===== config.mk =====
export PLATFORM = sky130hd
export DESIGN_NAME = character_motion_flat
export DESIGN_NICKNAME = d
export VERILOG_FILES = /design/src/rtl/character_motion_pkg.sv /design/src/rtl/character_motion_if.sv /design/src/rtl/frame_tick_gen.sv /design/src/rtl/character_motion.sv /design/src/flat_wrapper.sv
export SDC_FILE = /design/constraint.sdc
export NUM_CORES = 1
export LEC_CHECK = 0
export BUFFER_PORTS_ARGS = -buffer_cell sky130_fd_sc_hd__buf_4
export CAP_MARGIN = 20
export CORE_MARGIN = 5
export CORE_UTILIZATION = 53
export DETAILED_ROUTE_END_ITERATION = 8
export PLACE_DENSITY = 0.76
export SETUP_SLACK_MARGIN = 0.15
export SLEW_MARGIN = 20
export SYNTH_ARGS = -nofsm -noshare
export SYNTH_HDL_FRONTEND = slang
export SYNTH_SLANG_ARGS = --single-unit

===== constraint.sdc =====
create_clock -name Clk -period 2 [get_ports Clk]
set_input_delay 0.2 -clock Clk [delete_from_list [all_inputs] [get_ports Clk]]
set_output_delay 0.2 -clock Clk [all_outputs]
set_load 0.02 [all_outputs]

===== src/rtl/character_motion_pkg.sv =====
// Shared types and screen constants for character motion.
// Used by the motion controller, its interface and the renderer.
package character_pkg;

    typedef enum logic [1:0] {
        IDLE    = 2'd0,
        WALK    = 2'd1,
        ATTACK  = 2'd2,
        RECOVER = 2'd3
    } char_state_t;

    localparam int SCREEN_W = 640;
    localparam int SCREEN_H = 480;
    localparam int POS_W    = 10;

endpackage


===== src/rtl/character_motion_if.sv =====
// Key inputs, frame strobe and motion outputs of one character.
// master: keyboard/frame source side; slave: motion controller.
interface character_motion_if;
    import character_pkg::*;

    logic              frame_clk;
    logic              move_l;
    logic              move_r;
    logic              attack;
    logic [POS_W-1:0]  pos_x;
    logic              facing_right;
    char_state_t       char_state;
    logic [1:0]        anim_frame;
    logic              attack_active;
    logic              busy;

    modport master (
        output frame_clk, move_l, move_r, attack,
        input  pos_x, facing_right, char_state,
        input  anim_frame, attack_active, busy
    );

    modport slave (
        input  frame_clk, move_l, move_r, attack,
        output pos_x, facing_right, char_state,
        output anim_frame, attack_active, busy
    );

endinterface


===== src/rtl/frame_tick_gen.sv =====
// One-Clk tick on each 0->1 transition of the vsync-rate frame_clk.
// Ports: Clk, Reset (sync, active-high), frame_clk in, frame_tick out.
module frame_tick_gen (
    input  logic Clk,
    input  logic Reset,
    input  logic frame_clk,
    output logic frame_tick
);

    logic frame_clk_d;
    logic armed;

    // armed stays low while a level that was already high at reset
    // release persists, so only a genuine low->high edge ticks.
    always_ff @(posedge Clk) begin
        if (Reset) begin
            frame_clk_d <= 1'b0;
            armed       <= ~frame_clk;
        end else begin
            frame_clk_d <= frame_clk;
            armed       <= armed | ~frame_clk;
        end
    end

    assign frame_tick = frame_clk & ~frame_clk_d & armed;

endmodule


===== src/rtl/character_motion.sv =====
// Per-character IDLE/WALK/ATTACK/RECOVER controller, one step per frame.
// Ports: Clk, Reset (sync, active-high), bus (keys in, motion out).
module character_motion
    import character_pkg::*;
#(
    parameter int X_MIN          = 0,
    parameter int X_MAX          = 560,
    parameter int X_START        = 100,
    parameter int STEP           = 2,
    parameter int ATTACK_FRAMES  = 12,
    parameter int RECOVER_FRAMES = 6,
    parameter int HIT_START      = 4,
    parameter int HIT_END        = 7,
    parameter int ANIM_DIV       = 8
) (
    input  logic               Clk,
    input  logic               Reset,
    character_motion_if.slave  bus
);

    localparam logic [4:0]  ATK_LAST  = 5'(ATTACK_FRAMES - 1);
    localparam logic [4:0]  REC_LAST  = 5'(RECOVER_FRAMES - 1);
    localparam logic [4:0]  HIT_LO    = 5'(HIT_START);
    localparam logic [4:0]  HIT_HI    = 5'(HIT_END);
    localparam logic [3:0]  WALK_LAST = 4'(ANIM_DIV - 1);
    localparam logic [10:0] LO_LIM    = 11'(X_MIN + STEP);
    localparam logic [10:0] HI_LIM    = 11'(X_MAX);
    localparam logic [10:0] STEP_W    = 11'(STEP);
    localparam logic [9:0]  X_MIN_P   = 10'(X_MIN);
    localparam logic [9:0]  X_MAX_P   = 10'(X_MAX);
    localparam logic [9:0]  X_START_P = 10'(X_START);

    logic        frame_tick;
    char_state_t state_q, state_d;
    logic [9:0]  pos_q, pos_d;
    logic        face_q, face_d;
    logic [4:0]  cnt_q, cnt_d;
    logic [3:0]  wcnt_q, wcnt_d;
    logic [1:0]  anim_q, anim_d;
    logic        act_q, act_d;
    logic        prev_q;
    logic        busy_q;
    logic        press;
    logic [10:0] pos_ext;
    logic [10:0] pos_inc;
    logic [2:0]  cnt_quarter;

    frame_tick_gen u_tick (
        .Clk        (Clk),
        .Reset      (Reset),
        .frame_clk  (bus.frame_clk),
        .frame_tick (frame_tick)
    );

    assign press   = bus.attack & ~prev_q;
    // 11-bit arithmetic so clamping never sees a wrapped value
    assign pos_ext = {1'b0, pos_q};
    assign pos_inc = pos_ext + STEP_W;

    always_comb begin
        state_d     = state_q;
        pos_d       = pos_q;
        face_d      = face_q;
        cnt_d       = cnt_q;
        wcnt_d      = wcnt_q;
        anim_d      = anim_q;
        act_d       = 1'b0;
        cnt_quarter = 3'd0;
        unique case (state_q)
            IDLE, WALK: begin
                if (press) begin
                    state_d = ATTACK;
                    cnt_d   = 5'd0;
                    anim_d  = 2'd0;
                end else if (bus.move_l ^ bus.move_r) begin
                    state_d = WALK;
                    face_d  = bus.move_r;
                    if (bus.move_r) begin
                        pos_d = (pos_inc > HI_LIM) ? X_MAX_P : pos_inc[9:0];
                    end else begin
                        pos_d = (pos_ext < LO_LIM) ? X_MIN_P
                                                   : pos_q - 10'(STEP);
                    end
                    if (wcnt_q == WALK_LAST) begin
                        wcnt_d = 4'd0;
                        anim_d = anim_q + 2'd1;
                    end else begin
                        wcnt_d = wcnt_q + 4'd1;
                    end
                end else begin
                    state_d = IDLE;
                    anim_d  = 2'd0;
                    wcnt_d  = 4'd0;
                end
            end
            ATTACK: begin
                if (cnt_q == ATK_LAST) begin
                    state_d = RECOVER;
                    cnt_d   = 5'd0;
                    anim_d  = 2'd3;
                end else begin
                    cnt_d       = cnt_q + 5'd1;
                    cnt_quarter = cnt_d[4:2];
                    anim_d      = (cnt_quarter > 3'd3) ? 2'd3
                                                       : cnt_quarter[1:0];
                    act_d       = (cnt_d >= HIT_LO) && (cnt_d <= HIT_HI);
                end
            end
            RECOVER: begin
                anim_d = 2'd3;
                if (cnt_q == REC_LAST) begin
                    state_d = IDLE;
                    cnt_d   = 5'd0;
                    anim_d  = 2'd0;
                    wcnt_d  = 4'd0;
                end else begin
                    cnt_d = cnt_q + 5'd1;
                end
            end
        endcase
    end

    always_ff @(posedge Clk) begin
        if (Reset) begin
            state_q <= IDLE;
            pos_q   <= X_START_P;
            face_q  <= 1'b1;
            cnt_q   <= 5'd0;
            wcnt_q  <= 4'd0;
            anim_q  <= 2'd0;
            act_q   <= 1'b0;
            prev_q  <= 1'b0;
            busy_q  <= 1'b0;
        end else if (frame_tick) begin
            state_q <= state_d;
            pos_q   <= pos_d;
            face_q  <= face_d;
            cnt_q   <= cnt_d;
            wcnt_q  <= wcnt_d;
            anim_q  <= anim_d;
            act_q   <= act_d;
            prev_q  <= bus.attack;
            busy_q  <= (state_d == ATTACK) || (state_d == RECOVER);
        end
    end

    assign bus.pos_x         = pos_q;
    assign bus.facing_right  = face_q;
    assign bus.char_state    = state_q;
    assign bus.anim_frame    = anim_q;
    assign bus.attack_active = act_q;
    assign bus.busy          = busy_q;

endmodule


===== src/flat_wrapper.sv =====
// flat-port wrapper written by rule: the top's interface ports become plain ports
module character_motion_flat import character_pkg::*;
#(
    parameter int X_MIN          = 0,
    parameter int X_MAX          = 560,
    parameter int X_START        = 100,
    parameter int STEP           = 2,
    parameter int ATTACK_FRAMES  = 12,
    parameter int RECOVER_FRAMES = 6,
    parameter int HIT_START      = 4,
    parameter int HIT_END        = 7,
    parameter int ANIM_DIV       = 8
)
  (Clk, Reset, bus_frame_clk, bus_move_l, bus_move_r, bus_attack, bus_pos_x, bus_facing_right, bus_char_state, bus_anim_frame, bus_attack_active, bus_busy);
  character_motion_if bus_i ();
  input  logic Clk;
  input  logic Reset;
  input wire logic [$bits(bus_i.frame_clk)-1:0] bus_frame_clk;
  input wire logic [$bits(bus_i.move_l)-1:0] bus_move_l;
  input wire logic [$bits(bus_i.move_r)-1:0] bus_move_r;
  input wire logic [$bits(bus_i.attack)-1:0] bus_attack;
  output wire logic [$bits(bus_i.pos_x)-1:0] bus_pos_x;
  output wire logic [$bits(bus_i.facing_right)-1:0] bus_facing_right;
  output wire logic [$bits(bus_i.char_state)-1:0] bus_char_state;
  output wire logic [$bits(bus_i.anim_frame)-1:0] bus_anim_frame;
  output wire logic [$bits(bus_i.attack_active)-1:0] bus_attack_active;
  output wire logic [$bits(bus_i.busy)-1:0] bus_busy;
  assign bus_i.frame_clk = bus_frame_clk;
  assign bus_i.move_l = bus_move_l;
  assign bus_i.move_r = bus_move_r;
  assign bus_i.attack = bus_attack;
  assign bus_pos_x = bus_i.pos_x;
  assign bus_facing_right = bus_i.facing_right;
  assign bus_char_state = bus_i.char_state;
  assign bus_anim_frame = bus_i.anim_frame;
  assign bus_attack_active = bus_i.attack_active;
  assign bus_busy = bus_i.busy;
  character_motion #(.X_MIN(X_MIN), .X_MAX(X_MAX), .X_START(X_START), .STEP(STEP), .ATTACK_FRAMES(ATTACK_FRAMES), .RECOVER_FRAMES(RECOVER_FRAMES), .HIT_START(HIT_START), .HIT_END(HIT_END), .ANIM_DIV(ANIM_DIV)) u_core (.Clk(Clk), .Reset(Reset), .bus(bus_i));
endmodule

### After elaboration in Yosys (flattened, before gate mapping)

Cells that the tools add are included.

* reductions and logical operators: 9
* shift operators: 0
* multiplexer cells: 27
* eq/ne operators: 12
* bitwise gates (word level): 9
* add/subtract/negate cells: 5
* magnitude comparators: 5
* divide/modulo/power cells: 0
* $mul: 0

Operators with widths (number)
* 2-to-1 mux 10 bit: 3
* 2-to-1 mux 2 bit: 9
* 2-to-1 mux 4 bit: 4
* 2-to-1 mux 5 bit: 3
* one-hot mux 5 bit (3 select lines): 1
* one-hot mux 2 bit (3 select lines): 2
* adder 10 x 2 -> 11 bit (second input constant): 1
* greater-than comparator 11 x 10 -> 1 bit (second input constant): 1
* < comparator 10 x 2 -> 1 bit (second input constant): 1
* subtractor 10 x 2 -> 10 bit (second input constant): 1
* equality test 2 bit (second input constant): 4
* one-hot mux 4 bit (2 select lines): 1
* AND reduction 4 bit: 2
* adder 5 x 1 -> 5 bit (second input constant): 1
* equality test 5 x 3 -> 1 bit (second input constant): 1
* equality test 5 x 4 -> 1 bit (second input constant): 1
* greater-or-equal comparator 5 x 3 -> 1 bit (second input constant): 1
* less-or-equal comparator 5 x 3 -> 1 bit (second input constant): 1
* adder 4 x 1 -> 4 bit (second input constant): 1
* equality test 4 x 3 -> 1 bit (second input constant): 1
* 2-to-1 mux 1 bit: 4
* != test 2 x 1 -> 1 bit (second input constant): 2
* != test 4 x 3 -> 1 bit (second input constant): 1
* inverter 1 bit: 4
* other kinds (13): 16

* memories kept: 0
* word-level logic and storage cells: 78
* output and inout port bits: 17
* latch bits: 0
* bits of input ports: 6
* bits in writable memories: 0
* memory bits (read-only): 0
* register bits after elaboration: 29

### Logic depth before layout (Yosys ltp)

Gate-level depths: netlist of the first run.

* word-level depth: 6
* gate-level depth with buffers: 8

### Modules after synthesis

From an unflattened synthesis of the first run, not the netlist that was laid out.

* cells, all modules: 257
* area total of the unflattened synthesis: 1965.6 um2

By module, submodules not included
* character_motion: area an instance 1903.1 um2, times used 1, cells an instance 250
* frame_tick_gen: area an instance 62.6 um2, times used 1, cells an instance 7

### Worst setup path before layout of the first run

Ideal clock, no wire load.

* path kind: reg2reg
* from: register u_core.pos_q[1], in the netlist u_core.bus.pos_x[1]
* to: register u_core.pos_q[3], in the netlist u_core.bus.pos_x[3]
* stages on the path, launching flop included: 8
* data required time: 1.868 ns
* slack: -0.216 ns
* clock period less this slack: 2.216 ns
* buffers on the path: 1
* setup time: 0.132 ns
* arrival time: 2.084 ns
* cell sequence: dfxtp_1 > buf_6 > or4_4 > or3_4 > o41ai_4 > o21ai_0 > a21oi_1 > a21oi_1

* longest elaborated chain between the ends: 4

Ends and longest elaborated chain
* start: declaration: RTL line character_motion.sv:35 `logic [9:0] pos_q, pos_d;`
* start signal: assignment: RTL line character_motion.sv:136 `pos_q <= pos_d;`
* adder 10 x 2 -> 11 bit: RTL line character_motion.sv:58 `assign pos_inc = pos_ext + STEP_W;`
* greater-than comparator 11 x 10 -> 1 bit: RTL line character_motion.sv:79 `pos_d = (pos_inc > HI_LIM) ? X_MAX_P : pos_inc[9:0];`
* 2-to-1 mux 10 bit: RTL line character_motion.sv:79
* 2-to-1 mux 10 bit (*): RTL line character_motion.sv:78 `if (bus.move_r) begin`

Mark *: on every way between the ends. The rest lies on a longest branch, timed or not.
A chain may end at the register's enable or synchronous reset.

### Worst setup path after layout of the first run

* from: register u_core.pos_q[4], in the netlist u_core.bus.pos_x[4]
* to: register u_core.pos_q[4], in the netlist u_core.bus.pos_x[4]

The elaborated chain is that of the path after synthesis.

==> results of run 1 <==
[cell usage in the layout, fill, tap and decap left out, types with 4 or more instances in the layout]
cell	count
a21oi_1	20
nand3_1	9
buf_6	4
nor3_1	9
o21ai_1	4
o21ai_0	11
nand3b_1	5
inv_1	10
buf_4	54
dfxtp_1	24
nor2_1	26
mux2i_1	4
nand2_1	22
nand4_1	7
nor2b_1	5
[worst max path at each step]
stage	cells after the start	end	start
6_report	6	u_core.bus.pos_x[4]$_SDFFE_PP0P_	u_core.bus.pos_x[4]$_SDFFE_PP0P_
5_1_grt	6	u_core.bus.pos_x[4]$_SDFFE_PP0P_	u_core.bus.pos_x[4]$_SDFFE_PP0P_
4_1_cts	6	u_core.bus.pos_x[4]$_SDFFE_PP0P_	u_core.bus.pos_x[4]$_SDFFE_PP0P_
3_5_place_dp	7	u_core.bus.pos_x[3]$_SDFFE_PP0P_	u_core.bus.pos_x[4]$_SDFFE_PP0P_
3_3_place_gp	7	u_core.bus.pos_x[3]$_SDFFE_PP0P_	u_core.bus.pos_x[4]$_SDFFE_PP0P_
2_1_floorplan	6	u_core.bus.pos_x[5]$_SDFFE_PP1P_	u_core.bus.pos_x[1]$_SDFFE_PP0P_
[metrics by stage]
stage / instance area [um^2] / utilization [%] / hold WS (ns)
floorplan: 2010 / - / 0.276
detailed placement: 2370 / 65.2 / 0.420
global placement: 2370 / 65.2 / 0.411
finish: 2630 / 72.4 / 0.140
CTS: 2520 / 69.5 / 0.132
global route: 2630 / 72.4 / 0.150
[kinds of logic (layout without fill, tap and decap cells)]
family	count (synthesis)	count (layout)
mux	5	5
compound gates	77	77
flops	28	28
simple gates	107	107
xor+xnor	6	6
buf+inv	34	75
fa+ha+maj	6	6
other cells	1	1
[per-layer routing]
layer | vias up | part of all wire [%] | wire [um]
met5 | - | 0 | 0
met4 | 0 | 0.69 | 38
met3 | 6 | 7.0 | 389
met2 | 101 | 46 | 2560
met1 | 1056 | 46 | 2550
li1 | 1054 | - | -
[state kept, by name (all words and copies together), names as in the netlist]
name                       count
u_core.u_tick.frame_clk_d      1
u_core.bus.pos_x               9
u_core.bus.anim_frame          2
u_core.bus.facing_right        1
u_core.bus.busy                1
u_core.cnt_q                   5
u_core.wcnt_q                  4
u_core.bus.char_state          2
u_core.bus.attack_active       1
u_core.prev_q                  1
u_core.u_tick.armed            1
[final cells by class]
cell class | instances | area share, %
Timing Repair Buffer | 58 | 17.1
Multi-Input combinational cell | 202 | 55.3
Tap cell | 48 | 2.28
Inverter | 13 | 1.95
Clock buffer | 4 | 1.71
Sequential cell | 28 | 21.6
[timing repair]
action	CTS	global route
setup endpoints to repair	11	18
buffers inserted	3	3
pin swaps	11	16
gates resized for setup	23	16
[power breakdown]
group	switching, uW	internal, uW
Clock	170	143
Combinational	140	103
Sequential	16.5	573
Total	327	820
[worst reg2reg max path: cells and delay by family (launching register included)]
kind	cells	cell delay, ns
and+or+nand+nor	3	0.97
AOI/OAI and AO/OA	2	0.55
DFF	1	0.33
buffers and inverters	1	0.19
==> reports/qor.txt, run 1 <==
status - finished, violations left
failing checks - negative setup slack
Critical Path AT - 2.30 ns
Crit. End Element - flip-flop
top-area cell type share of the netlist area - 28.3%
worst skew pair latency - 0.27 ns
setup_tns - -0.489 ns
Die ar. - 0.00506 mm^2
row count - 22
drc violations - 0
Max Cap Viol - 0
Hold Crit Class - in -> reg
Ports - 23
highest clock rate - 469 MHz
r2r startpoint - u_core.bus.pos_x[4]$_SDFFE_PP0P_
die height - 71.2 um
mux share of post-synthesis cell area - 2.59%
met2 usage - 33.5%
CP top delay family - simple AND/OR/NAND/NOR gates
Tcrit/Tclk final - 107%
VDD IR max - 419 uV
post-synthesis adder-cell area fraction - 3.79%
share of cells above drive strength 1 - 31.1%
sequential area share after synthesis - 28.3%
vias in the first global route - 1909
critical path, cell by cell - or4_4 -> or3_4 -> o41ai_4 -> buf_6 -> nor4_4 -> a211o_1
gpl congestion - 0.881
Hold Startpoint - bus_frame_clk
Avg Cell Area, Syn - 7.51 um^2
Crit-path slowest cell - or4_4
total track usage - 21.4%
CTS tree - built
EDFF count, synth - 0
Layout area overhead - 32.8%
largest net degree at the start of global routing - 35
post-synthesis compound-gate area fraction - 27.2%
WL/cell - 15.7 um
worst stage delay on the critical path - 0.53 ns
Starting Density - 54.5%
total power - 1150 uW
Pleak - 0.00102 uW
grt met1 use - 31.5%
WS Path Type - reg -> reg
drt pass-1 iters - 5
final layout net count - 318
Yosys reg bits - 28
pwr dens - 436 mW/mm^2
root buffer cell - clkbuf_8
Core Region - 0.00363 mm^2
# clock sinks - 28
Worst R2R Setup Slack - -0.13 ns
ant diodes - 0
I/O Buffers - 21
most instantiated library cell after synthesis - dfxtp_1
number of DRC markers after the initial detailed-route iteration - 201
Clock Skews - 0.00186 ns
reg2reg path depth - 6
Cell Area, Synth - 0.00198 mm^2
final setup fails - 5
Synth async-reset ratio - 0%
Post-Synth Simple-Gate Area - 28.3%
RR Endpoint - u_core.bus.pos_x[4]$_SDFFE_PP0P_
Vias/cell - 6.28
met3 usage in global routing - 3.41%
hold path endpoint - u_core.u_tick.armed$_DFF_P_
H-tree depth - 1
crit start category - flip-flop
dpl ws - -0.195 ns
critical-path maximum fanout - 6
first-pass GRT wire length - 9070 um
RSZ-0062 raised after global routing - yes
top_reg_cell synth - dfxtp_1
Req. time, crit path - 2.16 ns
GRT busiest layer - met2
count of buffer and inverter cells on the critical path - 1
Area contributors post-synth - dfxtp_1, a21oi_1, nor2_1
Die Wd - 71.2 um
cell count after synthesis - 264
Final WS setup - -0.134 ns
Max Slew Vio Count - 0
Fillers - 298
post-route ant nets - 0
Synth Area in XOR/XNOR - 2.65%
non-filler instance count after layout - 353
multi-input logic area - 0.00146 mm^2
yosys synthesis warning count - 0
placed insts - 343
final hold vios - 0
final wirelength - 5540 um
Final min period - 2.13 ns
Storage cell area - 568 um^2
routed vias - 2217
total grt overflow - 0
DP Wirelength - 3840 um
CTS Hold Bufs - 0
cell count of the worst hold path - 2
Syn Nets - 276
largest family of logic cells by synthesized area - simple AND/OR/NAND/NOR gates
Cell variety after synth - 56
initial antenna violation count - 0
clk buf depth - 2
CTS buffer count - 3
synth cell count leaders - dfxtp_1, nor2_1, a21oi_1, nand2_1, clkbuf_1
Synth area leader - dfxtp_1
clock slew at reported path FFs - 0.09 ns
Note: power is estimated with default switching activity, not from simulation.
==> run 2, diff against run 1 <==
--- a/config.mk
+++ b/config.mk
@@ -10,6 +10,7 @@
 export CORE_MARGIN = 5
 export CORE_UTILIZATION = 53
 export DETAILED_ROUTE_END_ITERATION = 8
+export GPL_TIMING_DRIVEN = 0
 export PLACE_DENSITY = 0.76
 export SETUP_SLACK_MARGIN = 0.15
 export SLEW_MARGIN = 20
==> reports/qor.txt, run 2 (synthesized netlist as in run 1, its figures left out) <==
Fillers - 306 (+2.7%)
Pleak - 0.00100 uW (-1.6%)
max reg flops - 9 (unchanged)
CTS buffer count - 3 (unchanged)
WS Path Type - reg -> reg
commonest non-fill, non-tap cell in the layout - buf_4
pwr dens - 441 mW/mm^2 (+1.3%)
worst skew pair latency - 0.28 ns (about the same)
Final WS setup - -0.119 ns (+0.0156 ns)
Storage cell area - 573 um^2 (+0.88%)
Hold Crit Class - in -> reg
row count - 22 (unchanged)
clk buf depth - 2 (unchanged)
Layout area overhead - 31.9%
number of DRC markers after the initial detailed-route iteration - 244 (+21%)
Crit. End Element - flip-flop
total track usage - 21.7% (+0.33 points)
final layout net count - 322 (+1.3%)
WHS - 0.144 ns (+0.00415 ns)
initial antenna violation count - 0 (unchanged)
commonest cells after routing, fill and taps aside - buf_4, nor2_1, dfxtp_1
worst-margin pin slew - 0.636 ns
CTS tree - built
largest net degree at the start of global routing - 16 (-54%)
Max Cap Viol - 0 (unchanged)
Final min period - 2.12 ns (-0.0156 ns)
H-tree depth - 1 (unchanged)
Ports - 23 (unchanged)
die height - 71.2 um (unchanged)
crit start category - flip-flop
final wirelength - 5870 um (+5.9%)
total power - 1150 uW (+0.64%)
Die ar. - 0.00506 mm^2 (unchanged)
final hold vios - 0 (unchanged)
Design Area, Final - 0.00261 mm^2 (-0.67%)
DP Area - 0.00223 mm^2 (-5.9%)
total grt overflow - 0 (unchanged)
setup_tns - -0.509 ns (-0.0197 ns)
non-filler instance count after layout - 357 (+1.1%)
share of cells above drive strength 1 - 30.4% (-0.73 points)
drc violations - 0 (unchanged)
root buffer cell - clkbuf_8
WL/cell - 16.4 um (+4.8%)
first-pass GRT wire length - 9110 um (+0.45%)
Clock Skews - 0.00319 ns (+0.00132 ns)
final setup fails - 7 (+2)
gpl congestion - 0.918 (+4.3%)
highest clock rate - 472 MHz (+0.74%)
routed vias - 2195 (-0.99%)
vias in the first global route - 1910 (+0.052%)
I/O Buffers - 21 (unchanged)
status - finished, violations left
ant diodes - 0 (unchanged)
Req. time, crit path - 2.19 ns (+0.03 ns)
multi-input logic area - 0.00144 mm^2 (-1.2%)
Max Slew Vio Count - 0 (unchanged)
Starting Density - 54.5% (unchanged)
placed insts - 333 (-2.9%)
VDD IR max - 385 uV (-8.2%)
RSZ-0062 raised after global routing - yes
Critical Path AT - 2.31 ns (about the same)
# clock sinks - 28 (unchanged)
Core Region - 0.00363 mm^2 (unchanged)
Tcrit/Tclk final - 106% (-0.78 points)
Slew HR - 57.6%
Die Wd - 71.2 um (unchanged)
drt pass-1 iters - 4 (-1)
post-route ant nets - 0 (unchanged)
CTS Hold Bufs - 0 (unchanged)
DP Wirelength - 3640 um (-5.4%)
Vias/cell - 6.15 (-2.1%)
failing checks - negative setup slack
clock slew at reported path FFs - 0.10 ns (about the same)
critical-path maximum fanout - 4 (-2)
run 2: cell type report:
class                      count  share of cell area, %
buffer                        21                   4.45
clock buffer                   4                   1.72
inverter                      13                   2.01
multi-input combinational    202                   55.1
sequential                    28                   21.9
tap                           48                   2.30
timing repair buffer          41                   12.5
run 2: worst paths after layout:
check | start | endpoint | slack (ns) | cells past startpoint
hold reg to reg | u_core.prev_q$_SDFFE_PP0P_ | u_core.prev_q$_SDFFE_PP0P_ | 0.46 | 2
hold / removal | bus_frame_clk | u_core.u_tick.armed$_DFF_P_ | 0.14 | 2
setup / recovery | u_core.bus.pos_x[1]$_SDFFE_PP0P_ | u_core.bus.pos_x[8]$_SDFFE_PP0P_ | -0.12 | 8
setup reg to reg | u_core.bus.pos_x[1]$_SDFFE_PP0P_ | u_core.bus.pos_x[8]$_SDFFE_PP0P_ | -0.12 | 8
run 2: power by group:
group	internal (uW)	switching [uW]	total [uW]
clock	143	183	326
combinational	94.9	144	239
sequential	573	16.1	589
run 2: timing repair:
action / 4_1_cts / 5_1_grt
setup buffers: 12 / 8
setup endpoints to repair: 20 / 16
pin swaps: 10 / 12
gates resized for setup: 17 / 42
hold endpoints to repair: 0 / 0
gates cloned: 0 / 0
run 2: metal layers:
layer / vias up / GRT usage [%] / share of wire [%]
li1: 1065 / - / -
met1: 1039 / 31.5 / 45
met2: 74 / 32.8 / 46
met3: 17 / 3.98 / 6.5
met4: 0 / 5.85 / 2.4
met5: - / 0 / 0
run 2: critical path, cell delays in order (launching register included):
cell	delay (ns)
dfxtp_4	0.35
buf_6	0.12
or4_4	0.43
or3_4	0.38
buf_12	0.14
nor2_4	0.15
a31o_2	0.19
nand2_2	0.06
a211oi_2	0.22
run 2: metrics by stage:
stage / util, % / worst slack, ns
3_3_place_gp: 61.3 / -0.361
5_1_grt: 71.9 / -0.177
2_1_floorplan: - / -0.189
6_report: 71.9 / -0.119
4_1_cts: 67.1 / -0.0883
3_5_place_dp: 61.3 / -0.353
